**src/rtl/truth_table_sweeper.sv**
```systemverilog
// truth_table_sweeper: walks an N_IN-input gate through every input row in
// ascending order, holds each row for SETTLE_CYCLES+1 cycles, samples the gate
// output into a truth-table signature and compares it against EXPECTED.
// Optional build macro: SWEEP_EARLY_ABORT_EN - end the sweep at the first
// mismatching row instead of sampling every row.
//
// state    | meaning
// ---------+-------------------------------------------------
// S_IDLE   | waiting for i_start, results held
// S_HOLD   | row vector driven, settle counter running
// S_SAMPLE | row vector still driven, i_dut_out captured
// S_FINISH | o_done pulse, o_dut_in back to 0
module truth_table_sweeper #(
    parameter int                 N_IN          = 3,
    parameter int                 SETTLE_CYCLES = 4,
    parameter logic [2**N_IN-1:0] EXPECTED      = 8'hBB
) (
    input  logic                 i_clk,
    input  logic                 i_rst,
    input  logic                 i_start,
    input  logic                 i_dut_out,
    output logic [N_IN-1:0]      o_dut_in,
    output logic                 o_busy,
    output logic                 o_done,
    output logic [2**N_IN-1:0]   o_signature,
    output logic                 o_match,
    output logic                 o_fail_valid,
    output logic [N_IN-1:0]      o_fail_row
);

    localparam int ROWS = 2**N_IN;
    localparam int CW   = (SETTLE_CYCLES > 1) ? $clog2(SETTLE_CYCLES) : 1;
    localparam logic [CW-1:0]   CNT_LAST = (SETTLE_CYCLES > 0) ? CW'(SETTLE_CYCLES - 1) : '0;
    localparam logic [N_IN:0]   ROW_LAST = (N_IN+1)'(ROWS - 1);
    localparam logic [N_IN-1:0] IDX_LAST = N_IN'(ROWS - 1);

    typedef enum logic [1:0] {
        S_IDLE,
        S_HOLD,
        S_SAMPLE,
        S_FINISH
    } state_t;

    state_t              r_state;
    state_t              w_state_next;
    logic [N_IN:0]       r_row;
    logic [CW-1:0]       r_cnt;
    logic [ROWS-1:0]     r_signature;
    logic                r_match;
    logic                r_fail_valid;
    logic [N_IN-1:0]     r_fail_row;

    logic [N_IN-1:0]     w_bit_idx;
    logic                w_mismatch;
    logic                w_last_row;
    logic                w_abort;
    logic [ROWS-1:0]     w_sig_next;

    // Row 0 lands in the MSB so the signature reads like the gate's hex name.
    assign w_bit_idx  = IDX_LAST - r_row[N_IN-1:0];
    assign w_mismatch = (i_dut_out != EXPECTED[w_bit_idx]);
    assign w_last_row = (r_row == ROW_LAST);

`ifdef SWEEP_EARLY_ABORT_EN
    assign w_abort = w_mismatch && !r_fail_valid;
`else
    assign w_abort = 1'b0;
`endif

    // Signature with the current sample merged in, so match sees the last row.
    always_comb begin
        w_sig_next            = r_signature;
        w_sig_next[w_bit_idx] = i_dut_out;
    end

    // State register.
    always_ff @(posedge i_clk) begin
        if (i_rst) begin
            r_state <= S_IDLE;
        end else begin
            r_state <= w_state_next;
        end
    end

    // Next-state decode; a zero settle time skips HOLD entirely.
    always_comb begin
        w_state_next = r_state;
        case (r_state)
            S_IDLE: begin
                if (i_start) begin
                    w_state_next = (SETTLE_CYCLES == 0) ? S_SAMPLE : S_HOLD;
                end
            end
            S_HOLD: begin
                if (r_cnt == CNT_LAST) begin
                    w_state_next = S_SAMPLE;
                end
            end
            S_SAMPLE: begin
                if (w_last_row || w_abort) begin
                    w_state_next = S_FINISH;
                end else begin
                    w_state_next = (SETTLE_CYCLES == 0) ? S_SAMPLE : S_HOLD;
                end
            end
            S_FINISH: begin
                w_state_next = S_IDLE;
            end
            default: begin
                w_state_next = S_IDLE;
            end
        endcase
    end

    // Row/settle counters and result capture; results hold until the next start.
    always_ff @(posedge i_clk) begin
        if (i_rst) begin
            r_row        <= '0;
            r_cnt        <= '0;
            r_signature  <= '0;
            r_match      <= 1'b0;
            r_fail_valid <= 1'b0;
            r_fail_row   <= '0;
        end else begin
            case (r_state)
                S_IDLE: begin
                    if (i_start) begin
                        r_row        <= '0;
                        r_cnt        <= '0;
                        r_signature  <= '0;
                        r_match      <= 1'b0;
                        r_fail_valid <= 1'b0;
                        r_fail_row   <= '0;
                    end
                end
                S_HOLD: begin
                    r_cnt <= (r_cnt == CNT_LAST) ? '0 : r_cnt + 1'b1;
                end
                S_SAMPLE: begin
                    r_signature <= w_sig_next;
                    r_cnt       <= '0;
                    if (w_mismatch && !r_fail_valid) begin
                        r_fail_valid <= 1'b1;
                        r_fail_row   <= r_row[N_IN-1:0];
                    end
                    if (w_last_row || w_abort) begin
                        r_row   <= '0;
                        r_match <= (w_sig_next == EXPECTED);
                    end else begin
                        r_row <= r_row + 1'b1;
                    end
                end
                default: begin
                end
            endcase
        end
    end

    assign o_dut_in     = r_row[N_IN-1:0];
    assign o_busy       = (r_state == S_HOLD) || (r_state == S_SAMPLE);
    assign o_done       = (r_state == S_FINISH);
    assign o_signature  = r_signature;
    assign o_match      = r_match;
    assign o_fail_valid = r_fail_valid;
    assign o_fail_row   = r_fail_row;

endmodule

```
**config.mk**
```make
export PLATFORM = sky130hd
export DESIGN_NAME = truth_table_sweeper
export DESIGN_NICKNAME = d
export VERILOG_FILES = /design/src/rtl/truth_table_sweeper.sv
export SDC_FILE = /design/constraint.sdc
export NUM_CORES = 1
export LEC_CHECK = 0
export CAP_MARGIN = 0
export CORE_MARGIN = 1
export CORE_UTILIZATION = 50
export DETAILED_ROUTE_END_ITERATION = 12
export HOLD_SLACK_MARGIN = 0.03
export MAX_ROUTING_LAYER = met4
export PLACE_DENSITY = 0.79
export SYNTH_ARGS = -nofsm -noshare
export SYNTH_HDL_FRONTEND = slang
export SYNTH_SLANG_ARGS = --single-unit
```
**constraint.sdc**
```tcl
create_clock -name i_clk -period 2 [get_ports i_clk]
set_input_delay 0.3 -clock i_clk [delete_from_list [all_inputs] [get_ports i_clk]]
set_output_delay 0.3 -clock i_clk [all_outputs]
set_load 0.02 [all_outputs]
```
==> impl_metrics.csv, run 1 <==
group,metric,value,unit
cells_and_area,final_cell_area,1564,um^2
drt,dr_wl_met2,1367,um
sta,clock.fmax,0.5334,GHz
worst_setup_path,worst_setup_path_start_kind,"flip-flop",
place,port_buffers,21,
worst_setup_path,r2r_slack,210,ps
worst_setup_path,required,1700,ps
yosys,synth_xor_area_share,2.083,%
clock_tree,clock-root-buffer,"clkbuf_4",
pwr,leakage,0.6135,nW
yosys,muxShareOfSynthArea,2.480,%
clock_tree,max-clock-path-buffers,2,
worst_setup_path,crit_path_end_kind,"primary output",
clock_tree,htree_levels,1,
place,gp_congestion,0.9580,
sta,slew_violations,0,
place,place_hpwl,2169,um
yosys,syn_nets,168,
worst_setup_path,reg2reg_depth,7,
sta,min_period_over_period,93.74,%
pwr,p_clk_share,16.0,%
die,initial_utilization,54.90,%
die,num_rows,17,
cells_and_area,drive_gt1_share,14.75,%
yosys,ys_ff_latch,21,
worst_setup_path,r2r-start,"r_state[0]$_SDFFE_PP0P_",
cells_and_area,n_fill_cell,212,
yosys,synth_top_family_by_area,"simple AND/OR/NAND/NOR gates",
cells_and_area,area.sequential,424.2,um^2
drt,totalWireLength,2986,um
worst_hold_path,hold_end,"o_signature[7]$_SDFFE_PP0P_",
die,dieHeight,52.23,um
drt,wl_per_cell,14.15,um
die,core_area,2297,um^2
pwr,p_sw_share,41.21,%
worst_setup_path,crit_start,"r_row[0]$_SDFFE_PP0P_",
cells_and_area,nets,196,
yosys,synth_compound_area_share,22.92,%
global_routing,track_usage,26.75,%
die,die_width,52.23,um
drt,drt-pass1-iter-count,4,
clock_tree,hold_buffers,0,
yosys,yosys.area_share.simple,23.41,%
drt,via_count,1214,
clock_tree,cts_tree,"built",
worst_hold_path,hp-class,"reg -> reg",
yosys,synthDistinctLibCells,41,
global_routing,grt_max_degree,22,
pwr,pwr-share-comb,47.3,%
yosys,synth_area_per_cell,8.085,um^2
cells_and_area,syn_to_final_growth,24.01,%
worst_hold_path,hp-start,"o_signature[7]$_SDFFE_PP0P_",
yosys,synth_adder_area_share,7.937,%
drt,top_layer,"met4",
worst_setup_path,path_class,"reg -> out",
drt,wl_met1,1416,um
drt,drc,0,
clock_tree,clock_latency,310,ps
yosys,yosysWarnings,0,
sta,setup_viol,0,
sta,rsz0062_at_grt,"no",
place,placedInstanceArea,1531,um^2
cells_and_area,multiInputGateArea,742.0,um^2
job,cap_violations,0,
pwr,p_int,793.9,uW
global_routing,overflow,0,
clock_tree,cts_setup_buffers,0,
yosys,synth_area,1261,um^2
global_routing,grt_pass1_wl,5223,um
drt,drtAntennaViolNets,0,
pwr,seqPwrFrac,36.7,%
pwr,power_density,863.5,nW/um^2
worst_hold_path,whs_path_depth,2,
yosys,synth_cells,156,
clock_tree,numCtsBuffers,3,
clock_tree,clk_pin_slew_worst_paths,120,ps
cells_and_area,fin_util,68.08,%
die,die-area,2727,um^2
global_routing,grt_antenna_before_repair,0,
sta,worst_pin_slew,344.9,ps
pwr,ir_drop,0.9106,mV
sta,hold_viol,0,
worst_setup_path,cp_max_fo,9,
cells_and_area,insertedDiodeCount,0,
sta,fin_tns_setup,0,ps
drt,drt_iter0_markers,44,
worst_setup_path,rr_endpoint,"o_match$_SDFFE_PP0P_",
global_routing,grt_pass1_vias,1131,
sta,fin_crit,1875,ps
clock_tree,clock-sinks,21,
drt,wl_met3,157,um
sta,relSlewSlack,76.94,%
worst_setup_path,cp.arrival,1570,ps
yosys,ys_seq_area_share,33.33,%
sta,finClkSkew,1.516,ps
pwr,switchingPower,556.5,uW
drt,viasPerCell,5.754,
status,status,"complete, no violations",
die,io_pins,22,
routing by layer:
layer  track usage, %  up-vias
met4            8.333        0
li1                 -      604
met3            6.087        4
met1            34.64      572
met2            41.45       34
met5                -        -
cell usage in the layout (no fill, tap or decap), types with 3 or more instances in the layout:
master and instances:
nand3_1 3, nand2b_1 3, nand4_1 4, ha_1 8
o21ai_0 4, dfxtp_2 3, buf_4 14, clkbuf_4 3
dfxtp_1 18, nor3_1 4, clkdlybuf4s50_1 20, nand2_1 16
a22oi_1 5, o21ai_1 7, a21oi_1 15, nor2_1 17
inv_1 5
timing repair:
item | CTS | global route
endpoints found under the setup margin | 3 | 1
pin swaps | 0 | 0
gates cloned | 0 | 0
resized for setup | 3 | 1
flip-flops by register name (all words and copies together) (netlist names):
name,flops
o_signature,8
r_row,4
o_fail_row,3
r_cnt,2
r_state,2
o_fail_valid,1
o_match,1
area by class of cell:
type / count / share of cell area, %
clock buffer: 3 / 1.440
clock inverter: 1 / 0.4800
inverter: 5 / 1.200
multi-input combinational: 118 / 47.44
sequential: 21 / 27.12
tap: 28 / 2.240
timing repair buffer: 35 / 20.08
cell usage after synthesis:
cell,n,area [um^2]
buf_4,5,37.54
and2b_4,1,10.01
a32o_1,1,10.01
clkbuf_1,4,15.01
a2111o_1,1,11.26
a31oi_1,1,6.260
a2bb2o_1,1,10.01
a21oi_1,15,75.07
a21oi_2,2,17.52
dfxtp_1,21,420.4
o21ai_0,4,20.02
nor3b_2,1,12.51
and2_0,1,6.260
nand3b_2,1,11.26
and2b_2,1,8.760
ha_1,8,100.1
and3_1,2,12.51
nor3_1,4,20.02
o31ai_1,1,7.510
a22oi_1,5,37.54
o311a_1,1,10.01
a32oi_1,1,8.760
nand4_1,4,25.02
a41o_1,1,10.01
buf_6,2,22.52
and2_1,2,12.51
inv_1,5,18.77
nor2_1,17,63.81
xnor2_1,1,8.760
mux2_1,1,11.26
nand2b_1,3,18.77
nand2_1,16,60.06
buf_2,1,5.000
a211oi_1,2,15.01
or3_1,2,12.51
o21a_1,2,15.01
nand3_1,3,15.01
mux2i_1,2,20.02
nor2b_1,1,6.260
o21ai_1,7,35.03
xor2_1,2,17.52
per-stage QoR:
step / hold WS [ps] / cells / total power [mW] / worst slack, ps
after floorplan: 379.3 / 156 / 0.9409 / 352.4
after global placement: 450.6 / 207 / 1.132 / 70.74
after detailed placement: 464.1 / 207 / 1.146 / 11.70
after CTS: 483.1 / 211 / 1.358 / 78.34
after global routing: 518.6 / 211 / 1.461 / 45.77
final: 483.1 / 211 / 1.350 / 125.2
power groups by stage:
stage	Combinational [mW]	Sequential, mW	Clock (mW)
2_1_floorplan	0.444	0.497	0
3_3_place_gp	0.633	0.499	0
3_5_place_dp	0.643	0.503	0
4_1_cts	0.636	0.495	0.227
5_1_grt	0.716	0.502	0.243
6_report	0.639	0.496	0.216
worst max-delay path: stages (launching register included):
cell and delay [ps]:
dfxtp_2 460, buf_4 200, clkdlybuf4s50_1 610
cell families after synthesis:
family          Yosys count
mux                       3
buf+inv                  17
simple gates             59
flops                    21
compound gates           45
fa+ha+maj                 8
xor+xnor                  3
worst max path at each step:
stage | slack (ps) | endpoint | cells past startpoint
2_1_floorplan | 350 | r_row[3]$_SDFFE_PP0P_ | 7
3_3_place_gp | 70 | o_match$_SDFFE_PP0P_ | 6
3_5_place_dp | 10 | o_match$_SDFFE_PP0P_ | 6
4_1_cts | 80 | o_dut_in[1] | 1
5_1_grt | 50 | o_dut_in[0] | 2
6_report | 130 | o_dut_in[0] | 2
Note: power is estimated with default switching activity, not from simulation.
==> inputs of run 2 (changes only) <==
Settings changed: CORE_MARGIN 1 to not set, CTS_CLUSTER_SIZE set to 20.
Clock period 2 ns to 2.34 ns, I/O delays scaled along.
==> run 2 against run 1 <==
Net effect: sequential share of layout area rose by 1.1 points; utilization shrank 3.1 points; wire length decreased by 0.33%; critical path depth grew 1; global-route usage is 1.3 points lower; clock power fell by 13%; cell count is 4.3% lower; critical endpoint is now o_busy; largest power group unchanged; highest routed layer unchanged.
==> impl_metrics.csv, run 2 (synthesis gave the netlist of run 1 again) <==
group,metric,value,unit
clock_tree,cts_resized,0,
clock_tree,hold_buffers,0,
worst_setup_path,critical_path.max_stage_delay,610,ps
drt,totalWireLength,2976,um
drt,via_count,1211,
pwr,finalPower,1.132,mW
clock_tree,clock-root-buffer,"clkbuf_4",
worst_hold_path,hp-class,"reg -> reg",
drt,wl_per_cell,14.73,um
clock_tree,clock-sinks,21,
clock_tree,max-clock-path-buffers,2,
sta,rsz0062_at_grt,"no",
drt,viasPerCell,5.995,
sta,fin_tns_setup,0,ps
place,pre_cts_slack,279.2,ps
global_routing,overflow,0,
worst_setup_path,path_cells,"inv_1 -> ha_1 -> clkdlybuf4s50_1",
pwr,leakage,0.5678,nW
global_routing,grt_use_met2,39.10,%
job,cap_violations,0,
worst_setup_path,worst_setup_path_start_kind,"flip-flop",
cells_and_area,drive_gt1_share,9.195,%
worst_setup_path,cp.arrival,1780,ps
place,place_hpwl,2068,um
die,initial_utilization,54.90,%
worst_setup_path,required,1990,ps
sta,relSlewSlack,45.03,%
die,num_rows,17,
worst_setup_path,cp_max_fo,5,
worst_setup_path,cpMaxStageDelayCell,"clkdlybuf4s50_1",
die,dieHeight,52.23,um
place,gp_congestion,0.8960,
global_routing,grt_antenna_before_repair,0,
cells_and_area,layout_common_cells,"clkdlybuf4s50_1 (21), dfxtp_1 (20), nor2_1 (17)",
clock_tree,cts_tree,"built",
status,status,"complete, no violations",
cells_and_area,insertedDiodeCount,0,
sta,setup_viol,0,
cells_and_area,largest_register_ff_count,8,
cells_and_area,n_fill_cell,195,
cells_and_area,fin_util,64.98,%
place,port_buffers,21,
cells_and_area,final_common_cell,"clkdlybuf4s50_1",
clock_tree,cts_setup_buffers,0,
cells_and_area,nets,187,
drt,drc,0,
global_routing,grt_pass1_wl,5030,um
place,placedInstanceArea,1464,um^2
clock_tree,clk_pin_slew_worst_paths,130,ps
sta,finClkSkew,1.366,ps
pwr,ir_drop,0.5625,mV
worst_setup_path,path_class,"reg -> out",
die,die-area,2727,um^2
cells_and_area,syn_to_final_growth,18.35,%
global_routing,top_usage_layer,"met2",
sta,clock.fmax,0.4701,GHz
global_routing,track_usage,25.44,%
pwr,power_density,758.1,nW/um^2
clock_tree,numCtsBuffers,3,
sta,fin_ws,212.7,ps
global_routing,grtUsageMet3,6.087,%
clock_tree,htree_levels,1,
sta,fin_crit,2127,ps
drt,drtAntennaViolNets,0,
sta,min_period_over_period,90.91,%
sta,slew_violations,0,
clock_tree,clock_latency,320,ps
die,core_area,2297,um^2
die,io_pins,22,
cells_and_area,final_cell_area,1493,um^2
die,die_width,52.23,um
drt,drt-pass1-iter-count,4,
worst_setup_path,crit_path_end_kind,"primary output",
sta,hold_viol,0,
global_routing,grt_pass1_vias,1115,
global_routing,grtUsageMet1,32.33,%
global_routing,grt_max_degree,25,
sta,worst_pin_slew,822.0,ps
drt,drt_iter0_markers,59,
[run 2: cell count changes in the layout (fill, tap and decap cells not counted), sizes merged]
cell           delta
buf               -9
clkdlybuf4s50     +1
clkinvlp          -1
clkinv            +1
dlygate4sd2       -1
[run 2: path summary, 6_finish.rpt]
check	from	end	slack, ps	cells after the start
worst max-delay path	r_state[0]$_SDFFE_PP0P_	o_busy	210	3
worst max register to register	r_state[0]$_SDFFE_PP0P_	o_match$_SDFFE_PP0P_	320	7
worst min-delay path	r_cnt[0]$_SDFFE_PP0P_	r_cnt[0]$_SDFFE_PP0P_	490	2
worst min register to register	r_cnt[0]$_SDFFE_PP0P_	r_cnt[0]$_SDFFE_PP0P_	490	2
[run 2: critical path, delay by kind of cell, from the launching register on]
kind / cells / cell delay [ps]
buf+inv: 2 / 710
fa+ha+maj: 1 / 310
flops: 1 / 430
[run 2: cell type report]
class | instances | area [um^2] | share of cell area (%)
Timing Repair Buffer | 26 | 247.7 | 16.60
Clock buffer | 3 | 22.52 | 1.509
Clock inverter | 1 | 5.005 | 0.3353
Multi-Input combinational cell | 118 | 742.0 | 49.71
Inverter | 5 | 18.77 | 1.257
Sequential cell | 21 | 421.7 | 28.25
Tap cell | 28 | 35.03 | 2.347
[run 2: through the flow]
step / hold WS, ps / instances
floorplan: 430.3 / 156
global placement: 453.7 / 198
detailed placement: 474.2 / 198
CTS: 494.3 / 202
global route: 511.1 / 202
finish: 490.0 / 202
[run 2: power by group]
group / total, mW / switching (mW) / internal (mW)
registers: 0.428 / 0.0415 / 0.386
clock network: 0.188 / 0.124 / 0.0640
logic: 0.516 / 0.313 / 0.202
[run 2: layer usage]
metal | vias up | share of wire [%]
li1 | 585 | -
met1 | 554 | 45
met2 | 64 | 45
met3 | 8 | 8.5
met4 | 0 | 1.4
met5 | - | 0
